<file path="src/rtl/vend_pkg.sv">
// Shared types and helpers for the vending session controller.
// Prices are in 5-unit steps; the credit width covers the worst-case overshoot.
package vend_pkg;

  typedef enum logic [2:0] {
    S_IDLE,
    S_COLLECT,
    S_DISPENSE,
    S_CHANGE,
    S_REFUND
  } state_t;

  localparam int CREDIT_W   = 4;
  localparam int DEF_PRICE1 = 3;
  localparam int DEF_PRICE2 = 5;
  localparam int DEF_PRICE3 = 7;
  localparam int DEF_PRICE4 = 9;

  function automatic logic is_onehot(input logic [3:0] v);
    return (v != 4'd0) && ((v & (v - 4'd1)) == 4'd0);
  endfunction

  // Only called on a selection already known to be one-hot
  function automatic logic [CREDIT_W-1:0] price_of(
    input logic [3:0]          sel,
    input logic [CREDIT_W-1:0] p1,
    input logic [CREDIT_W-1:0] p2,
    input logic [CREDIT_W-1:0] p3,
    input logic [CREDIT_W-1:0] p4
  );
    logic [CREDIT_W-1:0] p;
    p = '0;
    unique case (1'b1)
      sel[0]:  p = p1;
      sel[1]:  p = p2;
      sel[2]:  p = p3;
      sel[3]:  p = p4;
      default: p = '0;
    endcase
    return p;
  endfunction

endpackage

</file>
<file path="src/rtl/vend_timeout_timer.sv">
// Idle timer for the coin collection phase of a vending session.
// Built only when VEND_TIMEOUT_EN is defined.
module vend_timeout_timer
  import vend_pkg::*;
#(
  parameter int TIMEOUT_CYCLES = 1000
) (
  input  logic clock,
  input  logic reset,
  input  logic clear,
  input  logic enable,
  output logic expire
);

  localparam int W = $clog2(TIMEOUT_CYCLES);

  logic [W-1:0] cnt;

  assign expire = (cnt == W'(TIMEOUT_CYCLES - 1));

  always_ff @(posedge clock) begin
    if (!reset) begin
      cnt <= '0;
    end else if (clear) begin
      cnt <= '0;
    end else if (enable && !expire) begin
      cnt <= cnt + 1'b1;
    end
  end

endmodule

</file>
<file path="src/rtl/vend_session_ctrl.sv">
// Shared vending transaction sequencer: select, collect, dispense, change.
// Optional COLLECT idle auto-refund enabled by defining VEND_TIMEOUT_EN.
module vend_session_ctrl
  import vend_pkg::*;
#(
  parameter int PRICE1         = DEF_PRICE1,
  parameter int PRICE2         = DEF_PRICE2,
  parameter int PRICE3         = DEF_PRICE3,
  parameter int PRICE4         = DEF_PRICE4,
  parameter int TIMEOUT_CYCLES = 1000
) (
  input  logic                clock,
  input  logic                reset,
  input  logic [3:0]          item,
  input  logic                item_valid,
  input  logic                five_in,
  input  logic                ten_in,
  input  logic                cancel,
  input  logic                disp_ack,
  output logic                busy,
  output logic                disp_req,
  output logic [3:0]          disp_item,
  output logic                five_out,
  output logic                refund,
  output logic [CREDIT_W-1:0] credit,
  output logic                sel_err
);

  state_t              state;
  logic [3:0]          sel;
  logic [CREDIT_W-1:0] price;
  logic [CREDIT_W-1:0] chg;
  logic [CREDIT_W-1:0] sum;
  logic                coin;
  logic                expire;

  assign coin = five_in | ten_in;
  assign sum  = credit + {2'b00, ten_in, five_in};

`ifdef VEND_TIMEOUT_EN
  vend_timeout_timer #(
    .TIMEOUT_CYCLES(TIMEOUT_CYCLES)
  ) u_timer (
    .clock  (clock),
    .reset  (reset),
    .clear  ((state != S_COLLECT) || coin),
    .enable (state == S_COLLECT),
    .expire (expire)
  );
`else
  localparam int unused_timeout = TIMEOUT_CYCLES;
  assign expire = 1'b0;
`endif

  always_ff @(posedge clock) begin
    if (!reset) begin
      state     <= S_IDLE;
      sel       <= '0;
      price     <= '0;
      chg       <= '0;
      busy      <= 1'b0;
      disp_req  <= 1'b0;
      disp_item <= '0;
      five_out  <= 1'b0;
      refund    <= 1'b0;
      credit    <= '0;
      sel_err   <= 1'b0;
    end else begin
      sel_err <= 1'b0;
      unique case (state)
        S_IDLE: begin
          if (item_valid) begin
            if (is_onehot(item)) begin
              sel   <= item;
              price <= price_of(item,
                                CREDIT_W'(PRICE1), CREDIT_W'(PRICE2),
                                CREDIT_W'(PRICE3), CREDIT_W'(PRICE4));
              busy  <= 1'b1;
              state <= S_COLLECT;
            end else begin
              sel_err <= 1'b1;
            end
          end
        end
        S_COLLECT: begin
          // A completed sale takes priority over a same-cycle abort
          if (sum >= price) begin
            chg       <= sum - price;
            credit    <= sum;
            disp_req  <= 1'b1;
            disp_item <= sel;
            state     <= S_DISPENSE;
          end else if (cancel || (expire && !coin)) begin
            if (sum == '0) begin
              credit <= '0;
              busy   <= 1'b0;
              state  <= S_IDLE;
            end else begin
              chg      <= sum;
              credit   <= sum;
              refund   <= 1'b1;
              five_out <= 1'b1;
              state    <= S_REFUND;
            end
          end else begin
            credit <= sum;
          end
        end
        S_DISPENSE: begin
          if (disp_ack) begin
            disp_req  <= 1'b0;
            disp_item <= '0;
            credit    <= '0;
            if (chg != '0) begin
              five_out <= 1'b1;
              state    <= S_CHANGE;
            end else begin
              busy  <= 1'b0;
              state <= S_IDLE;
            end
          end
        end
        S_CHANGE, S_REFUND: begin
          // chg counts the pulse currently on five_out
          if (chg > CREDIT_W'(1)) begin
            chg      <= chg - 1'b1;
            five_out <= 1'b1;
            if (state == S_REFUND) credit <= chg - 1'b1;
          end else begin
            chg      <= '0;
            five_out <= 1'b0;
            refund   <= 1'b0;
            credit   <= '0;
            busy     <= 1'b0;
            state    <= S_IDLE;
          end
        end
        default: state <= S_IDLE;
      endcase
    end
  end

endmodule

</file>
<file path="config.mk">
export PLATFORM = sky130hd
export DESIGN_NAME = vend_session_ctrl
export DESIGN_NICKNAME = d
export VERILOG_FILES = /design/src/rtl/vend_pkg.sv /design/src/rtl/vend_timeout_timer.sv /design/src/rtl/vend_session_ctrl.sv
export SDC_FILE = /design/constraint.sdc
export NUM_CORES = 1
export LEC_CHECK = 0
export ABC_AREA = 1
export BUFFER_PORTS_ARGS = -buffer_cell sky130_fd_sc_hd__buf_4
export CAP_MARGIN = 40
export CORE_UTILIZATION = 51
export CTS_CLUSTER_DIAMETER = 50
export DETAILED_ROUTE_END_ITERATION = 12
export GPL_TIMING_DRIVEN = 0
export MAX_ROUTING_LAYER = met4
export PLACE_DENSITY = 0.75
export SLEW_MARGIN = 20
export SYNTH_ARGS = -nofsm -noshare
export SYNTH_HDL_FRONTEND = slang
export SYNTH_SLANG_ARGS = --single-unit
export TNS_END_PERCENT = 1
</file>
<file path="constraint.sdc">
create_clock -name clock -period 2.3 [get_ports clock]
set_input_delay 0.23 -clock clock [delete_from_list [all_inputs] [get_ports clock]]
set_output_delay 0.23 -clock clock [all_outputs]
set_load 0.01 [all_outputs]
</file>
---- After elaboration in Yosys (flattened, before gate mapping) ----
Index checks and enable logic that the tools add are counted.
cells by class
  bitwise logic cells ..................... 1
  add/sub/neg operators ................... 4
  equal/unequal tests ..................... 18
  magnitude comparators ................... 2
  reductions and logical operators ........ 20
  multiplexer cells ....................... 45
operators with widths
  operator                                                       count
  2-to-1 mux 4 bit                                               11
  inequality test 2 bit, second input constant                   11
  2-to-1 mux 3 bit                                               7
  2-to-1 mux 1 bit                                               17
  case mux 4 bit (2 select lines)                                2
  case mux 4 bit (4 select lines)                                1
  AND reduction 3 bit                                            5
  case mux 3 bit (4 select lines)                                1
  case mux 4 bit (3 select lines)                                1
  nonzero test 4 bit                                             3
  AND reduction 5 bit                                            2
  inequality test 3 bit, second input constant                   3
  AND reduction 9 bit                                            1
  logical NOT 4 bit                                              2
  subtractor 4 x 1 -> 4 bit, second input constant               2
  == test 3 x 2 -> 1 bit, second input constant                  2
  AND reduction 6 bit                                            1
  adder 4 x 2 -> 4 bit                                           1
  AND 4 bit                                                      1
  >= comparator 4 bit                                            1
  greater-than comparator 4 x 1 -> 1 bit, second input constant  1
  case mux 1 bit (2 select lines)                                2
  case mux 1 bit (4 select lines)                                1
  nonzero test 2 bit                                             2
  other kinds (9)                                                9
storage, ports and cells
  output and inout port bits .............. 13
  bits of input ports ..................... 11
  logic and storage cells ................. 101
  register bits ........................... 28

---- Logic depth before layout (Yosys ltp) ----
  word-level depth ........................ 7
  mapped depth ............................ 18
  mapped depth without buffers ............ 17

---- Least setup slack after synthesis ----
OpenSTA, ideal clock, no wires.
  path type ............................... reg-to-reg
  from .................................... register credit[0]
  to ...................................... register chg[0]
  stages on the path, launching flop included .. 13
  period minus slack after synthesis ...... 2.374 ns
  library setup time ...................... 0.113 ns
  data arrival time ....................... 2.261 ns
  slack ................................... -0.074 ns
  cells stage by stage .................... dfxtp_1 ha_1 fa_1 fa_1 a21oi_1 nand2_1 buf_6 inv_2 nand4_1 nand2_2 nand2_1 nand2_1 nor2_1
between the ends
  word-level cells in the longest chain between the ends .. 5
  elaborated cells between the ends (all ways) .. 11
RTL lines
  element                                                                   RTL line                  source
  start, declared                                                           vend_session_ctrl.sv:25   output logic [CREDIT_W-1:0] credit,
  start signal, assigned                                                    vend_session_ctrl.sv:89   credit <= sum;
  start signal, assigned                                                    vend_session_ctrl.sv:100  credit <= sum;
  start signal, assigned                                                    vend_session_ctrl.sv:106  credit <= sum;
  adder 4 x 2 -> 4 bit *                                                    vend_session_ctrl.sv:38   assign sum = credit + {2'b00, ten_in, five_in};
  parallel branches: the longest is 4 deep, another holds subtractor 4 bit  -
  end signal, assigned                                                      vend_session_ctrl.sv:88   chg <= sum - price;
  end signal, assigned                                                      vend_session_ctrl.sv:99   chg <= sum;
  end signal, assigned                                                      vend_session_ctrl.sv:126  chg <= chg - 1'b1;
  end, declared                                                             vend_session_ctrl.sv:32   logic [CREDIT_W-1:0] chg;
Mark *: on every way between the ends. The select of a mux whose other input is x is not followed.
A chain may end at the register's enable or synchronous reset.

---- Worst setup path in the final report ----
  from .................................... register credit[0]
  to ...................................... register chg[3]
The elaborated chain is that of the path after synthesis.

==> run_results.csv <==
group,metric,value,unit
run_status,status,"finished, violations left",
run_status,violations,"setup timing",
yosys,async_flop_share,0,
critical_path,crit_required,2.55,ns
critical_path,rr_worst_depth,12,
layout,stdcell_area,2260,um2
sta,setup_viol,4,
critical_path,end_kind,"register",
routing,post_drt_via_cell_ratio,5.02,
routing,drt_iter0_markers,120,
global_routing,met3_usage,0.0192,
yosys,syn_area,1760,um2
yosys,yosysSeqAreaShare,0.318,
routing,vias,1757,
min_path,min_path_type,"input pin to register",
floorplan,fp.coreArea,3150,um2
routing,ant_nets,0,
global_routing,grt_pass1_wl,6.69,mm
place,placed_cell_area,2010,um2
routing,firstDrtPassIters,4,
layout,multi_input_area,1140,um2
clock_tree,cts_tree,"done",
power_and_ir_drop,leakagePower,1.07,nW
place,gp_congestion,0.911,
sta,slew_viol_final,0,
sta,setup_ws,-0.0689,ns
power_and_ir_drop,p_per_area,1400,nW/um2
critical_path,rrSetupSlack,-0.07,ns
routing,drt-total-wl,4.22,mm
routing,drcViolationCount,0,
layout,diodes,0,
clock_tree,clock_sinks,28,
yosys,synth_top_cell_area_share,0.318,
place,io_buffers,23,
critical_path,start_kind,"register",
clock_tree,htree_levels,1,
critical_path,path_class,"register to register",
sta,skew,0.00541,ns
sta,setup_tns,-0.253,ns
global_routing,top_usage_layer,"met2",
sta,hold_violations,0,
yosys,post-synth-top-count-cell,"nand2_1",
clock_tree,clock_path_buffers,2,
yosys,synthTopCellsByCount,"nand2_1 (73), inv_1 (36), dfxtp_1 (28)",
yosys,yosysTopAreaCell,"dfxtp_1",
clock_tree,cts_made_buffers,3,
global_routing,grt_util_met2,0.444,
layout,regArea,563,um2
yosys,ys_seq_elements,28,
global_routing,grt_pass1_vias,1552,
layout,nets,329,
job,cap_violations,0,
global_routing,grt_util_met1,0.307,
sta,post-route-period-util,1.03,
place,dp_hpwl,3.07,mm
critical_path,crit_arrival,2.62,ns
floorplan,rows,20,
yosys,netlist_instances,267,
yosys,synth_fp_nets,289,
clock_tree,root_buffer,"clkbuf_4",
sta,worst_slew_pin_slew,0.516,ns
yosys,ys.flop_type,"dfxtp_1",
yosys,syn_avg_cell_area,6.59,um2
yosys,yosysUniqueCellTypes,31,
global_routing,grt_util_all_layers,0.251,
sta,slew_headroom,0.656,
yosys,synth_edf_count,0,
layout,drive_gt1_frac,0.281,
min_path,hold_depth,3,
floorplan,pin_count,24,
yosys,synth_area_leaders,"dfxtp_1 (32%), nand2_1 (16%), inv_1 (7.7%)",
floorplan,fp.dieW,60.8,um
clock_tree,clkSlewWorstSetupHoldPaths,0.16,ns
layout,fillers,282,
layout,finalNonFillerCells,350,
sta,min_period,2.37,ns
yosys,synth_warnings,0,
routing,wire_per_inst,12.1,um
floorplan,die_h,60.8,um
critical_path,crit_fanout,8,
layout,syn_to_final_growth,28.6,%
floorplan,dieArea,3690,um2
global_routing,grt_overflow,0,
sta,fmax,422,MHz
clock_tree,insertion_delay,0.33,ns
global_routing,antenna_found_initial,0,
floorplan,initial_core_util,0.558,
global_routing,grt_max_degree,17,
power_and_ir_drop,vdd_drop_max,0.687,mV
place,dp_cells,334,
sta,rsz0062_at_grt,"true",
-- power breakdown --
| group | total (mW) | switching [mW] | internal, mW |
|---|---|---|---|
| sequential | 0.700 | 0.0904 | 0.610 |
| combinational | 2.15 | 1.28 | 0.863 |
| clock | 0.326 | 0.150 | 0.176 |
| total | 3.17 | 1.52 | 1.65 |
-- worst max-delay path, cell delays in order (launching register included) --
cell and delay (ns):
dfxtp_2 0.37, ha_4 0.17, fa_2 0.50, fa_2 0.37, a21oi_2 0.16, nand2_2 0.10, buf_6 0.14, inv_4 0.05
nand4_1 0.13, nand2_4 0.16, nand2_1 0.06, nand2_1 0.05, nor2_1 0.04
-- area by class of cell --
type / instances / area share
timing repair buffer: 35 / 0.117
tap: 44 / 0.0243
clock inverter: 1 / 0.0133
sequential: 28 / 0.249
clock buffer: 3 / 0.00995
inverter: 41 / 0.0691
buffer: 4 / 0.0138
multi-input combinational: 194 / 0.504
-- sequential cells by signal (all words and copies together), names as in the netlist --
name / cells
disp_req: 1
disp_item: 4
sel_err: 1
price: 4
state: 3
credit: 4
sel: 4
five_out: 1
chg: 4
refund: 1
busy: 1
-- routing by layer --
| metal | up-vias | wire [um] |
|---|---|---|
| met5 | - | 0 |
| met4 | 0 | 31 |
| met3 | 4 | 142 |
| met1 | 797 | 1990 |
| met2 | 31 | 2050 |
| li1 | 925 | - |
-- cells in the final DEF (no fill, tap or decap), types with 4 or more instances in the layout --
master	synthesis	routed
nand3_1	20	19
ha_4	0	5
o21ai_0	11	10
nand2_1	73	63
nand2_2	4	13
nor2_1	26	26
buf_4	0	33
nor2_4	4	5
ha_1	9	4
inv_1	36	33
dfxtp_1	28	26
inv_2	5	7
a21oi_1	22	21
-- logic make-up (layout without fill, tap and decap cells) --
family                   count (synthesis)  after routing  share of synthesized area
flip-flops                              28             28                      0.318
adder cells (fa/ha/maj)                 11             11                     0.0867
AND/OR/NAND/NOR                        139            139                      0.348
buffers and inverters                   45             84                      0.105
XOR/XNOR                                 2              2                    0.00995
AO/OA/AOI/OAI                           42             42                      0.131
-- per-stage QoR --
step	worst slack, ns	utilization	power (mW)	hold slack, ns
final	-0.0689	0.718	3.17	0.160
after global routing	-0.196	0.718	3.48	0.166
after CTS	0.00320	0.699	3.07	0.138
after detailed placement	-0.253	0.638	2.52	0.444
after global placement	-0.215	0.638	2.49	0.439
after floorplan	0.00239	-	2.11	0.368
-- path summary, 6_finish.rpt --
kind	endpoint	from
worst min-delay path	sel[1]$_SDFFE_PN0P_	item[1]
worst max-delay path	chg[3]$_SDFFE_PN0P_	credit[0]$_SDFFE_PN0P_
worst max register to register	chg[3]$_SDFFE_PN0P_	credit[0]$_SDFFE_PN0P_
worst min register to register	refund$_SDFFE_PN0P_	refund$_SDFFE_PN0P_
-- what timing repair did --
item	4_1_cts	5_1_grt
setup endpoints to repair	15	15
buffers inserted	9	2
pin swaps	11	11
gates resized for setup	16	12
hold buffers	0	0
cloned	1	0
Note: power is estimated with default switching activity, not from simulation.
